## config.mk

```make
export PLATFORM = sky130hd
export DESIGN_NAME = fifo_wr_arb
export DESIGN_NICKNAME = d
export VERILOG_FILES = /design/src/rtl/fifo_wr_arb.sv
export SDC_FILE = /design/constraint.sdc
export NUM_CORES = 1
export LEC_CHECK = 0
export BUFFER_PORTS_ARGS = -buffer_cell sky130_fd_sc_hd__buf_2
export CORE_MARGIN = 2
export CORE_UTILIZATION = 43
export DETAILED_ROUTE_END_ITERATION = 10
export PLACE_DENSITY = 0.79
export SYNTH_ARGS = -nofsm -noshare
export SYNTH_HDL_FRONTEND = slang
export SYNTH_SLANG_ARGS = --single-unit
```

## constraint.sdc

```tcl
create_clock -name clk -period 1.9 [get_ports clk]
set_clock_uncertainty 0.05 [all_clocks]
set_input_delay 0.285 -clock clk [delete_from_list [all_inputs] [get_ports clk]]
set_output_delay 0.285 -clock clk [all_outputs]
set_load 0.02 [all_outputs]
```

## src/rtl/fifo_wr_arb.sv

```systemverilog
// -----------------------------------------------------------------------------
// fifo_wr_arb
// Two-requester write arbiter in front of a single FIFO write port.
// Ownership is granted to one requester at a time. An owner may write up to
// MAX_BURST consecutive words while the other side waits, then ownership
// passes over. Writes are zero-latency: wr_en and wr_data follow the owner's
// valid/data combinationally in the cycle the word is accepted.
//
// Parameters
//   DATA_WIDTH  width of each write word
//   MAX_BURST   consecutive accepts per grant while the other side waits (1..15)
//
// Ports
//   clk         sole clock
//   nrst        asynchronous active-low reset
//   req0_valid  requester 0 has a word
//   req0_data   requester 0 word
//   req0_ready  requester 0 word accepted this cycle when valid
//   req1_valid  requester 1 has a word
//   req1_data   requester 1 word
//   req1_ready  requester 1 word accepted this cycle when valid
//   full        FIFO write-side full flag
//   wr_en       FIFO write strobe
//   wr_data     FIFO write word (holds its last value when nothing is written)
//   grant       one-hot current owner, 00 when idle
//   busy        high whenever a requester owns the port
// -----------------------------------------------------------------------------
module fifo_wr_arb #(
   parameter int DATA_WIDTH = 8,
   parameter int MAX_BURST  = 4
) (
   input  logic                  clk,
   input  logic                  nrst,
   input  logic                  req0_valid,
   input  logic [DATA_WIDTH-1:0] req0_data,
   output logic                  req0_ready,
   input  logic                  req1_valid,
   input  logic [DATA_WIDTH-1:0] req1_data,
   output logic                  req1_ready,
   input  logic                  full,
   output logic                  wr_en,
   output logic [DATA_WIDTH-1:0] wr_data,
   output logic [1:0]            grant,
   output logic                  busy
);

   typedef enum logic [1:0] {
      S_IDLE = 2'd0,
      S_OWN0 = 2'd1,
      S_OWN1 = 2'd2
   } state_t;

   localparam logic [3:0] C_MAX_BURST = 4'(MAX_BURST);

   state_t                r_state;
   state_t                w_state_next;
   logic                  r_last;
   logic                  w_last_next;
   logic [3:0]            r_burst_cnt;
   logic [3:0]            w_burst_cnt_next;
   logic [DATA_WIDTH-1:0] r_wr_data;
   logic [DATA_WIDTH-1:0] w_wr_data;

   logic       w_own0;
   logic       w_own1;
   logic       w_acc0;
   logic       w_acc1;
   logic       w_mine_valid;
   logic       w_other_valid;
   logic       w_other_idx;
   logic [3:0] w_cnt_inc;
   logic       w_burst_done;

   assign w_own0 = (r_state == S_OWN0);
   assign w_own1 = (r_state == S_OWN1);

   assign req0_ready = w_own0 && !full;
   assign req1_ready = w_own1 && !full;

   assign w_acc0 = req0_valid && req0_ready;
   assign w_acc1 = req1_valid && req1_ready;

   assign wr_en     = w_acc0 || w_acc1;
   assign w_wr_data = w_acc0 ? req0_data :
                      w_acc1 ? req1_data : r_wr_data;
   assign wr_data   = w_wr_data;

   assign grant = {w_own1, w_own0};
   assign busy  = (r_state != S_IDLE);

   // Owner-relative view so OWN0 and OWN1 share one set of transition rules.
   assign w_mine_valid  = w_own1 ? req1_valid : req0_valid;
   assign w_other_valid = w_own1 ? req0_valid : req1_valid;
   assign w_other_idx   = w_own0;

   assign w_cnt_inc    = r_burst_cnt + 4'd1;
   assign w_burst_done = (w_cnt_inc == C_MAX_BURST);

   always_comb begin
      w_state_next     = r_state;
      w_last_next      = r_last;
      w_burst_cnt_next = r_burst_cnt;
      case (r_state)
         S_IDLE: begin
            // With both asking, requester 0 wins only if 1 had it last.
            if (req0_valid && (!req1_valid || r_last)) begin
               w_state_next     = S_OWN0;
               w_last_next      = 1'b0;
               w_burst_cnt_next = 4'd0;
            end else if (req1_valid) begin
               w_state_next     = S_OWN1;
               w_last_next      = 1'b1;
               w_burst_cnt_next = 4'd0;
            end
         end
         S_OWN0, S_OWN1: begin
            // Full freezes everything: no accept, no handoff, no count change.
            if (!full) begin
               if (!w_mine_valid || w_burst_done) begin
                  if (w_other_valid) begin
                     w_state_next     = w_other_idx ? S_OWN1 : S_OWN0;
                     w_last_next      = w_other_idx;
                     w_burst_cnt_next = 4'd0;
                  end else begin
                     // Burst limit with nobody waiting restarts the count in
                     // place; a dropped valid with nobody waiting goes idle.
                     w_burst_cnt_next = 4'd0;
                     if (!w_mine_valid) begin
                        w_state_next = S_IDLE;
                     end
                  end
               end else begin
                  w_burst_cnt_next = w_cnt_inc;
               end
            end
         end
         default: begin
            w_state_next     = S_IDLE;
            w_burst_cnt_next = 4'd0;
         end
      endcase
   end

   always_ff @(posedge clk or negedge nrst) begin
      if (!nrst) begin
         r_state     <= S_IDLE;
         r_last      <= 1'b1;
         r_burst_cnt <= 4'd0;
         r_wr_data   <= '0;
      end else begin
         r_state     <= w_state_next;
         r_last      <= w_last_next;
         r_burst_cnt <= w_burst_cnt_next;
         r_wr_data   <= w_wr_data;
      end
   end

endmodule

```

# --- After elaboration in Yosys (flattened, before gate mapping) ---
# Index checks and enable logic that the tools add are counted.
# W data, S select, Z words.
word_totals:
  register_bits: 15
  out_inout_bits: 14
classes:
  addsub: 1
  eq_ne: 8
  n_mux: 23
  n_reduce_logical: 18
op_table:
  columns: ["operator", "count"]
  rows:
  - ["$mux W4", 4]
  - ["$mux W8", 2]
  - ["$mux W2", 7]
  - ["$pmux W4 S2", 1]
  - ["$mux W1", 7]
  - ["$ne A2 B2 Y1 const B", 3]
  - ["$ne A3 B3 Y1 const B", 2]
  - ["$logic_and A1 B1 Y1", 5]
  - ["$reduce_and A5 Y1", 1]
  - ["$add A4 B1 Y4 const B", 1]
  - ["$eq A4 B3 Y1 const B", 1]
  - ["$pmux W2 S2", 1]
  - ["$reduce_and A4 Y1", 1]
  - ["$reduce_bool A2 Y1", 2]
  - ["$logic_not A1 Y1", 3]
  - ["$logic_or A1 B1 Y1", 3]
  - ["$eq A2 B1 Y1 const B", 1]
  - ["$eq A2 B2 Y1 const B", 1]
  - ["$logic_not A2 Y1", 1]
  - ["$pmux W1 S2", 1]
  - ["$reduce_and A2 Y1", 1]
  - ["$reduce_or A2 Y1", 1]

# --- Logic depth before layout (Yosys ltp) ---
# Gate-level depths: netlist of the first run.
depth:
  word_depth: 7
  ltp_mapped: 8

# --- Worst setup path before layout of the first run ---
# No wires, ideal clock.
synth_path:
  path_type: "reg-to-output"
  start: "register r_state[0]"
  end: "output wr_data[0]"
  arrival_time_ns: 1.969
  t_required_ns: 1.565
  slack_ns: -0.404
  path_stages_with_launch: 7
  path_cell_list: "dfrtp_1 inv_1 ha_1 nor2b_1 nand2_1 mux2i_1 o21ai_1"
synth_between:
  elab_chain_cells: 5
synth_lines:
  columns: ["item", "line_no", "source"]
  rows:
  - ["start: declaration", "55", "state_t r_state;"]
  - ["start signal: assignment", "151", "r_state <= w_state_next;"]
  - ["$eq A2 B2 Y1", "75", "assign w_own1 = (r_state == S_OWN1);"]
  - ["named net w_own1", "65", "logic w_own1;"]
  - ["$logic_and A1 B1 Y1", "78", "assign req1_ready = w_own1 && !full;"]
  - ["named net req1_ready", "39", "output logic req1_ready,"]
  - ["$logic_and A1 B1 Y1", "81", "assign w_acc1 = req1_valid && req1_ready;"]
  - ["$mux W8", "85", "w_acc1 ? req1_data : r_wr_data;"]
  - ["$mux W8", "84", "assign w_wr_data = w_acc0 ? req0_data :"]
  - ["end: declaration", "42", "output logic [DATA_WIDTH-1:0] wr_data,"]
# The timed path passes the listed nets, and every way through them passes these cells.

# --- Worst setup path in the final report of the first run ---
layout_path:
  start: "register r_state[0]"
  end: "output wr_data[1]"
layout_between:
  elab_chain_cells: 5
layout_lines:
  columns: ["item", "line_no"]
  rows:
  - ["$eq A2 B2 Y1", "75"]
  - ["$logic_and A1 B1 Y1", "78"]
  - ["$logic_and A1 B1 Y1", "81"]
  - ["$mux W8", "85"]
  - ["$mux W8 (*)", "84"]
# Every way passes the cells marked *; elsewhere a longest branch is shown, timed or not.

==> results of run 1 <==
tightest hold or removal path: stages:
cell and delay, ps:
buf_2 80, nand2_1 50, o21ai_2 70
area by class of cell:
cell class                 count  area [um^2]
tap                           28         35.0
fill                         158          632
multi-input combinational     75          677
sequential                    15          378
clock buffer                   4         26.3
inverter                       7         28.8
timing repair buffer          51          393
routing by layer:
layer  routed length (um)  share of wire [%]  track usage (%)
met3                  143                5.3             4.09
met1                 1080                 40             29.7
met4                   22               0.82             4.82
met2                 1430                 53             41.2
met5                    0                  0                0
sequential cells by signal (all words and copies together) (netlist names):
name,cells
r_last,1
r_wr_data,8
r_state,2
r_burst_cnt,4
repair_timing:
item                                    4_1_cts  5_1_grt
hold buffers                                  1        0
endpoints found under the hold margin        14        0
gates resized for setup                      36        5
pin swaps                                     3        2
gates cloned                                  2        0
setup buffers                                 6        3
endpoints found under the setup margin       11       15
cell families (layout without fill, tap and decap cells):
family | count (synthesis) | in the layout | share of synthesized area (%)
mux | 14 | 14 | 15.0
simple gates | 29 | 30 | 16.3
compound gates | 25 | 25 | 17.0
buf+inv | 11 | 62 | 5.16
flops | 15 | 15 | 38.8
fa+ha+maj | 6 | 6 | 7.74
through the flow:
stage	total power [W]	TNS, ps	hold slack, ps	instances	util, %
final	0.00228	-1850	188	180	70.9
after global routing	0.00242	-2780	185	180	70.9
after global placement	0.00163	0	149	164	57.9
after CTS	0.00217	-1360	182	177	68.9
after detailed placement	0.00167	-59.6	151	164	57.9
after floorplan	0.00133	0	-60.6	100	-
cell usage after synthesis, drive strengths merged:
master / count / area share (%)
mux2: 4 / 4.6
inv: 7 / 2.7
nand4: 1 / 0.65
o21ai: 11 / 5.7
dfrtp: 14 / 36
dfstp: 1 / 2.7
nand2b: 6 / 3.9
a311oi: 1 / 0.90
a211oi: 1 / 1.3
a31oi: 1 / 0.65
buf: 3 / 2.1
nand4bb: 1 / 1.2
a21oi: 3 / 1.5
nor2b: 4 / 2.6
o31ai: 1 / 1.3
o211ai: 1 / 0.77
o22ai: 2 / 1.3
nand3: 2 / 1.0
and2: 1 / 0.65
mux2i: 10 / 10
clkbuf: 1 / 0.39
ha: 6 / 7.7
o2111ai: 1 / 0.90
o31a: 1 / 0.90
a31o: 1 / 0.90
or3: 1 / 0.65
a211o: 1 / 0.90
and4b: 1 / 1.0
nand2: 12 / 4.6
power groups by stage:
stage	combinational (W)	clock, W	sequential (W)
2_1_floorplan	0.000822	0	0.000511
3_3_place_gp	0.00112	0	0.000508
3_5_place_dp	0.00116	0	0.000516
4_1_cts	0.00147	0.000179	0.000524
5_1_grt	0.00168	0.000198	0.000542
6_report	0.00157	0.000176	0.000531
final timing paths:
| kind | startpoint | to | slack (ps) | cells after the start |
|---|---|---|---|---|
| max | r_state[0]$_DFFE_PN0P_ | wr_data[1] | -180 | 7 |
| min | req0_data[6] | r_wr_data[6]$_DFF_PN0_ | 190 | 3 |
| max reg2reg | r_state[0]$_DFFE_PN0P_ | r_state[0]$_DFFE_PN0P_ | -130 | 8 |
| min reg2reg | r_wr_data[3]$_DFF_PN0_ | r_wr_data[3]$_DFF_PN0_ | 540 | 2 |
| max in group asynchronous | nrst | r_last$_DFFE_PN1P_ | 1140 | 2 |
| min in group asynchronous | nrst | r_wr_data[3]$_DFF_PN0_ | 370 | 2 |
cells in the final DEF, fill, tap and decap left out, types with 2 or more instances in the layout:
master    Yosys  routed
nand3_1       2       2
inv_1         7       5
buf_2         1      25
mux2_1        3       2
ha_1          6       3
buf_6         0      10
dfrtp_1      14      13
nand2b_1      6       4
nand2_4       0       2
nor2b_4       0       3
o21ai_2       0       7
ha_4          0       2
o21ai_1      10       2
nand2_1      12      10
o22ai_1       2       2
buf_4         2      13
nand2b_4      0       2
a21oi_1       3       3
clkbuf_4      0       3
mux2i_1      10       9
==> out/metrics.yaml, run 1 <==
yosys:
  synth-seq-cells: 15
  synth_area_um2: 970
  yosysSeqAreaShare_pct: 38.8
  synth.distinct_cells: 32
  syn-num-nets: 127
  synth_warnings: 0
  avgSynthCellArea_um2: 9.70
  netlist_instances: 100
pwr:
  p_sw_w: 0.000949
  peakVddDrop_mv: 1.14
  clkPwrFrac_pct: 7.7
  p_int_w: 0.00133
  sw_frac_of_total_pct: 41.7
  p_leak_nw: 0.755
  p_seq_share_pct: 23.3
  pwr-share-comb_pct: 69.0
  p_per_area_nw_per_um2: 1480
floorplan:
  initial_core_util_pct: 44.7
  fp-row-count: 17
  die_w_um: 51.5
  die_h_um: 51.5
  die-area_um2: 2650
  io_pins: 35
  placeableCoreArea_um2: 2170
finish:
  finish.instance_area_um2: 1540
  finalNetCount: 180
  diodes: 0
  layout-drive-gt1-share_pct: 53.9
  syn_to_final_growth_pct: 58.6
worst_setup_path:
  crit_type: "reg2out"
  cp_slowest_stage_delay_ps: 430
  required_ps: 1560
  slowest_stage: "dfrtp_1"
  start_kind: "flop"
  crit_path_max_fanout: 9
  critPathBufInv: 3
  critPathTopFamily: "buffers and inverters"
  path_cells: "buf_6 -> ha_4 -> nor2b_4 -> and2_4 -> buf_12 -> o21ai_2 -> buf_6"
  arrival_ps: 1750
  critPathCaptureType: "output pin"
  crit_top_cell: "buf_6"
timing:
  layout_setup_ws_ps: -181
  worst_slew_pin_slew_ps: 317
  slew_headroom_pct: 78.8
  finalSetupViolations: 12
  rsz0062_at_grt: "true"
  post-route-min-period_ps: 2080
  fmax_mhz: 481
  hold_viol_final: 0
  fin_crit_sh_pct: 110
  finalMaxSlewViolations: 0
placed_design:
  io_buffers: 34
  hpwl_um: 1750
  routabilityCongestion: 0.879
  place_ws_ps: -25.7
  place_area_um2: 1260
cts:
  clock_sinks: 15
  cts_tree: "yes"
  cts_buffers: 3
  clockBufferDepth: 2
  path_clk_slew_ps: 90
  cts_root_buffer: "clkbuf_4"
  htree_levels: 1
  clk_latency_ps: 270
min_path:
  min_path_type: "in2reg"
drt:
  dr.first_iter.drc_count: 19
  firstDrtPassIters: 4
  via_count: 962
  wirelength_um: 2670
  wl_per_cell_um: 14.9
  drc_errors: 0
  drtAntennaViolNets: 0
  via_per_inst: 5.34
job:
  maxCapViolations: 0
grt:
  grt_max_degree: 16
  track_usage_pct: 23.3
  grt_pass1_wl_um: 4660
  gr-total-overflow: 0
  grt_pass1_vias: 1031
  antenna_found_initial: 0
outcome:
  violations: "setup timing"
  status: "finished with violations"
No activity file was read; power rests on OpenSTA's default activity.
==> run 2, diff against run 1 <==
- CORE_UTILIZATION: 43 -> 46
- CTS_BUF_LIST: unset -> sky130_fd_sc_hd__clkbuf_4
- PLACE_DENSITY: 0.79 -> 0.83
- SLEW_MARGIN: unset -> 20
==> run 2 against run 1 <==
Net effect: the run still ends with setup timing left; final area increased by 6.6%; global-route usage increased by 3.3 points; final cell count increased by 2.2%; hold slack improved by 0.57 ps; core utilization increased by 12 points; sequential share of layout area decreased by 1.6 points; power increased by 11%; die area decreased by 6.0%; clock-buffer cell count unchanged; flip-flop and latch count unchanged; largest cell class unchanged.
==> out/metrics.yaml, run 2 (synthesis gave the netlist of run 1 again) <==
outcome:
  status: "finished with violations"
  violations: "setup timing"
finish:
  seqCellArea_um2: 377  # -0.33%
  top_register: "r_wr_data"
  syn_to_final_growth_pct: 69.0
  layout-drive-gt1-share_pct: 61.8  # +7.8 points
  final_common_cell: "buf_2"
  finalNetCount: 185  # +2.8%
  top_regs: "r_wr_data (8), r_burst_cnt (4), r_state (2)"
  largest_register_ffs: 8  # unchanged
  most-common-layout-cells: "25 x buf_2, 16 x buf_4, 14 x dfrtp_1"
  diodes: 0  # unchanged
  multi_input_area_um2: 734  # +8.5%
  nFillCells: 105  # -34%
cts:
  htree_levels: 1  # unchanged
  cts_tree: "yes"
  cts_buffers: 3  # unchanged
  clk_latency_ps: 270  # about the same
  cts_root_buffer: "clkbuf_4"
  clockBufferDepth: 2  # unchanged
  clock_sinks: 15  # unchanged
  path_clk_slew_ps: 90  # about the same
drt:
  drc_errors: 0  # unchanged
  drtAntennaViolNets: 0  # unchanged
  via_count: 1044  # +8.5%
  wirelength_um: 3220  # +21%
  dr.first_iter.drc_count: 27  # +8
  via_per_inst: 5.67  # +6.2%
  firstDrtPassIters: 5  # +1
  wl_per_cell_um: 17.5  # +18%
placed_design:
  hpwl_um: 1720  # -1.8%
  place_ws_ps: 11.5  # +37.2 ps
  io_buffers: 34  # unchanged
  routabilityCongestion: 0.885  # +0.73%
worst_setup_path:
  start_kind: "flop"
  critPathCaptureType: "output pin"
  rr_worst_depth: 8  # unchanged
  arrival_ps: 1760  # about the same
  crit_path_max_fanout: 5  # -4
  required_ps: 1560  # about the same
  crit_type: "reg2out"
  ff2ff_setup_slack_ps: -90  # +40 ps
pwr:
  p_leak_nw: 0.788  # +4.3%
  p_per_area_nw_per_um2: 1540  # +4.3%
  finalPower_w: 0.00253  # +11%
  peakVddDrop_mv: 1.23  # +7.9%
timing:
  fmax_mhz: 478  # -0.61%
  post-route-min-period_ps: 2090  # +12.7 ps
  finalSetupViolations: 13  # +1
  slew_headroom_pct: 76.0  # -2.8 points
  finalMaxSlewViolations: 0  # unchanged
  worst_slew_pin_slew_ps: 358  # +40.5 ps
  layout_setup_ws_ps: -193  # -12.7 ps
  rsz0062_at_grt: "true"
  hold_viol_final: 0  # unchanged
  fin_crit_sh_pct: 110  # +0.67 points
grt:
  grt_max_degree: 16  # unchanged
  antenna_found_initial: 0  # unchanged
  grt_pass1_wl_um: 4990  # +6.9%
  grt_pass1_vias: 1091  # +5.8%
  gr-total-overflow: 0  # unchanged
  track_usage_pct: 26.7  # +3.3 points
floorplan:
  die_w_um: 49.9  # -3.1%
  die_h_um: 49.9  # -3.1%
  placeableCoreArea_um2: 1980  # -8.7%
  io_pins: 35  # unchanged
  die-area_um2: 2490  # -6.0%
  fp-row-count: 16  # -1
  initial_core_util_pct: 48.9  # +4.2 points
job:
  maxCapViolations: 0  # unchanged
min_path:
  min_path_type: "in2reg"
  holdPathStages: 3  # unchanged
run 2: through the flow:
step	hold slack (ps)	cells	instance area (um^2)	TNS, ps	util (%)
final	189	184	1640	-1600	82.7
after CTS	178	180	1600	-1410	80.6
after global routing	182	184	1640	-2960	82.7
after detailed placement	156	163	1250	0	63.3
after global placement	152	163	1250	0	63.3
after floorplan	-60.6	100	1020	0	-
run 2: layout make-up:
type | count | area share [%]
clock buffers | 4 | 1.83
multi-input cells | 75 | 44.8
inverters | 7 | 1.60
flip-flops and latches | 15 | 23.0
repair buffers | 56 | 26.7
well taps | 27 | 2.06
run 2: layer usage:
layer  part of all wire, %  vias up  track usage (%)
met1                    37      491             31.7
met3                   6.6       14             3.33
met4                   4.3        0             13.4
li1                      -      475                -
met5                     0        -                0
met2                    52       64             46.9
run 2: final timing paths:
path                                         from                endpoint
max                        r_state[0]$_DFFE_PN0P_              wr_data[1]
min                                  req0_data[6]  r_wr_data[6]$_DFF_PN0_
max reg2reg                r_state[1]$_DFFE_PN0P_  r_state[1]$_DFFE_PN0P_
min reg2reg                r_wr_data[7]$_DFF_PN0_  r_wr_data[7]$_DFF_PN0_
max in group asynchronous                    nrst      r_last$_DFFE_PN1P_
min in group asynchronous                    nrst  r_state[0]$_DFFE_PN0P_
run 2: report_power, final:
part	switching, W	internal, W
sequential	0.0000745	0.000455
combinational	0.000861	0.000952
clock	0.0000942	0.0000956
run 2: timing repair:
action,in CTS,in global routing
setup buffers,10,6
setup endpoints to repair,12,16
cloned,2,0
pin swaps,3,2
hold endpoints to repair,14,0
hold buffers,1,0
gates resized for setup,53,5
run 2: critical path, cell delays in order (launching register included):
cell,delay (ps)
dfrtp_1,430
inv_2,100
ha_4,130
nor2b_4,210
nand2_4,120
mux2i_2,180
o21ai_2,160
buf_6,140
==> run 3, diff against run 2 <==
- RECOVER_POWER: unset -> 25
==> run 3 against run 2 <==
Net effect: the flow still finishes with violations (setup timing); clock power about the same; register-to-register slack about the same; hold slack about the same; combinational power about the same; highest routed layer unchanged; sequential power hardly changed; power barely moved; critical path type unchanged; largest cell class unchanged; core utilization decreased by 0.063 points.
==> out/metrics.yaml, run 3 (synthesis gave the netlist of run 1 again) <==
placed_design:
  hpwl_um: 1720  # unchanged
  routabilityCongestion: 0.885  # unchanged
  io_buffers: 34  # unchanged
drt:
  dr.first_iter.drc_count: 27  # unchanged
  wirelength_um: 3230  # +0.25%
  drtAntennaViolNets: 0  # unchanged
  drc_errors: 0  # unchanged
  via_count: 1041  # -0.29%
  firstDrtPassIters: 5  # unchanged
  wl_per_cell_um: 17.5  # +0.25%
  via_per_inst: 5.66  # -0.29%
finish:
  layout-drive-gt1-share_pct: 61.1  # -0.64 points
  syn_to_final_growth_pct: 68.9  # about the same
  largest_register_ffs: 8  # unchanged
  utilization_pct: 82.6  # about the same
  finalNetCount: 185  # unchanged
  top_regs: "r_wr_data (8), r_burst_cnt (4), r_state (2)"
  seqCellArea_um2: 377  # unchanged
  diodes: 0  # unchanged
  multi_input_area_um2: 734  # unchanged
  nFillCells: 106  # +0.95%
  final_common_cell: "buf_2"
  most-common-layout-cells: "24 x buf_2, 16 x buf_4, 14 x dfrtp_1"
  top_register: "r_wr_data"
cts:
  htree_levels: 1  # unchanged
  cts_root_buffer: "clkbuf_4"
  cts_tree: "yes"
  path_clk_slew_ps: 90  # about the same
  clk_latency_ps: 270  # about the same
  cts_buffers: 3  # unchanged
  clock_sinks: 15  # unchanged
  clockBufferDepth: 2  # unchanged
timing:
  finalSetupViolations: 13  # unchanged
  slew_headroom_pct: 46.0  # -30 points
  fmax_mhz: 478  # about the same
  finalMaxSlewViolations: 0  # unchanged
  post-route-min-period_ps: 2090  # -0.0660 ps
  worst_slew_pin_slew_ps: 810  # +452 ps
  hold_viol_final: 0  # unchanged
  tns_ps: -1600  # -2.07 ps
  layout_setup_ws_ps: -193  # +0.0660 ps
  fin_crit_sh_pct: 110  # about the same
  rsz0062_at_grt: "true"
outcome:
  violations: "setup timing"
  status: "finished with violations"
pwr:
  p_per_area_nw_per_um2: 1550  # about the same
  peakVddDrop_mv: 1.23  # unchanged
  p_leak_nw: 0.785  # -0.35%
  finalPower_w: 0.00253  # about the same
grt:
  grt_max_degree: 16  # unchanged
  track_usage_pct: 26.7  # unchanged
  antenna_found_initial: 0  # unchanged
  gr-total-overflow: 0  # unchanged
  grt_pass1_vias: 1091  # unchanged
  grt_pass1_wl_um: 4990  # unchanged
floorplan:
  die_w_um: 49.9  # unchanged
  placeableCoreArea_um2: 1980  # unchanged
  io_pins: 35  # unchanged
  initial_core_util_pct: 48.9  # unchanged
  die-area_um2: 2490  # unchanged
  fp-row-count: 16  # unchanged
  die_h_um: 49.9  # unchanged
worst_setup_path:
  cp_slowest_stage_delay_ps: 430  # about the same
  crit_type: "reg2out"
  critPathTopFamily: "flip-flops"
  crit_path_max_fanout: 5  # unchanged
  rr_worst_depth: 8  # unchanged
  start_kind: "flop"
  critPathBufInv: 2  # unchanged
  path_cells: "inv_2 -> ha_4 -> nor2b_4 -> nand2_4 -> mux2i_2 -> o21ai_2 -> buf_6"
  path_depth: 7  # unchanged
  arrival_ps: 1760  # about the same
  critPathCaptureType: "output pin"
  required_ps: 1560  # about the same
  slowest_stage: "dfrtp_1"
min_path:
  min_path_type: "in2reg"
  holdPathStages: 3  # unchanged
job:
  maxCapViolations: 0  # unchanged
## run 3: changes by cell type in the layout (fill, tap and decap cells not counted), sizes merged
cell / before / now
buf: 55 / 54
clkbuf: 4 / 5
## run 3: layout make-up
type,count,share of cell area [%]
multi-input cells,75,44.8
repair buffers,56,26.7
flip-flops and latches,15,23.0
well taps,27,2.06
clock buffers,4,1.83
inverters,7,1.60
## run 3: final timing paths
| check | start | endpoint | slack, ps |
|---|---|---|---|
| hold / removal | req0_data[6] | r_wr_data[6]$_DFF_PN0_ | 190 |
| min in group asynchronous | nrst | r_state[0]$_DFFE_PN0P_ | 560 |
| setup reg to reg | r_state[1]$_DFFE_PN0P_ | r_state[1]$_DFFE_PN0P_ | -90 |
| hold reg to reg | r_wr_data[7]$_DFF_PN0_ | r_wr_data[7]$_DFF_PN0_ | 540 |
| max in group asynchronous | nrst | r_wr_data[5]$_DFF_PN0_ | 740 |
| setup / recovery | r_state[0]$_DFFE_PN0P_ | wr_data[1] | -190 |
## run 3: metrics by stage
stage	instances	instance area, um^2	hold WS [ps]	setup WS (ps)
finish	184	1640	189	-193
global route	184	1640	182	-284
CTS	180	1600	178	-184
detailed placement	163	1250	156	11.5
global placement	163	1250	152	66.0
floorplan	100	1020	-60.6	29.2
## run 3: timing repair
item	in CTS	in global routing
hold buffers	1	0
hold endpoints to repair	14	0
pin swaps	3	2
resized for setup	53	5
cloned	2	0
setup endpoints to repair	12	16
setup buffers	10	6
## run 3: routing by layer
layer  vias to the layer above  track usage (%)  routed length (um)
met1                       487             31.7                1210
li1                        475                -                   -
met3                        14             3.33                 218
met4                         0             13.4                 138
met5                         -                0                   0
met2                        65             46.9                1670
## run 3: worst min-delay path: cells and delay by family
family | cells | cell delay (ps)
compound gates | 1 | 60
buf+inv | 1 | 80
simple gates | 1 | 40
## run 3: power by group
part           switching [W]  internal, W
clock network      0.0000942    0.0000956
registers          0.0000744     0.000455
logic               0.000862     0.000952
total                0.00103      0.00150
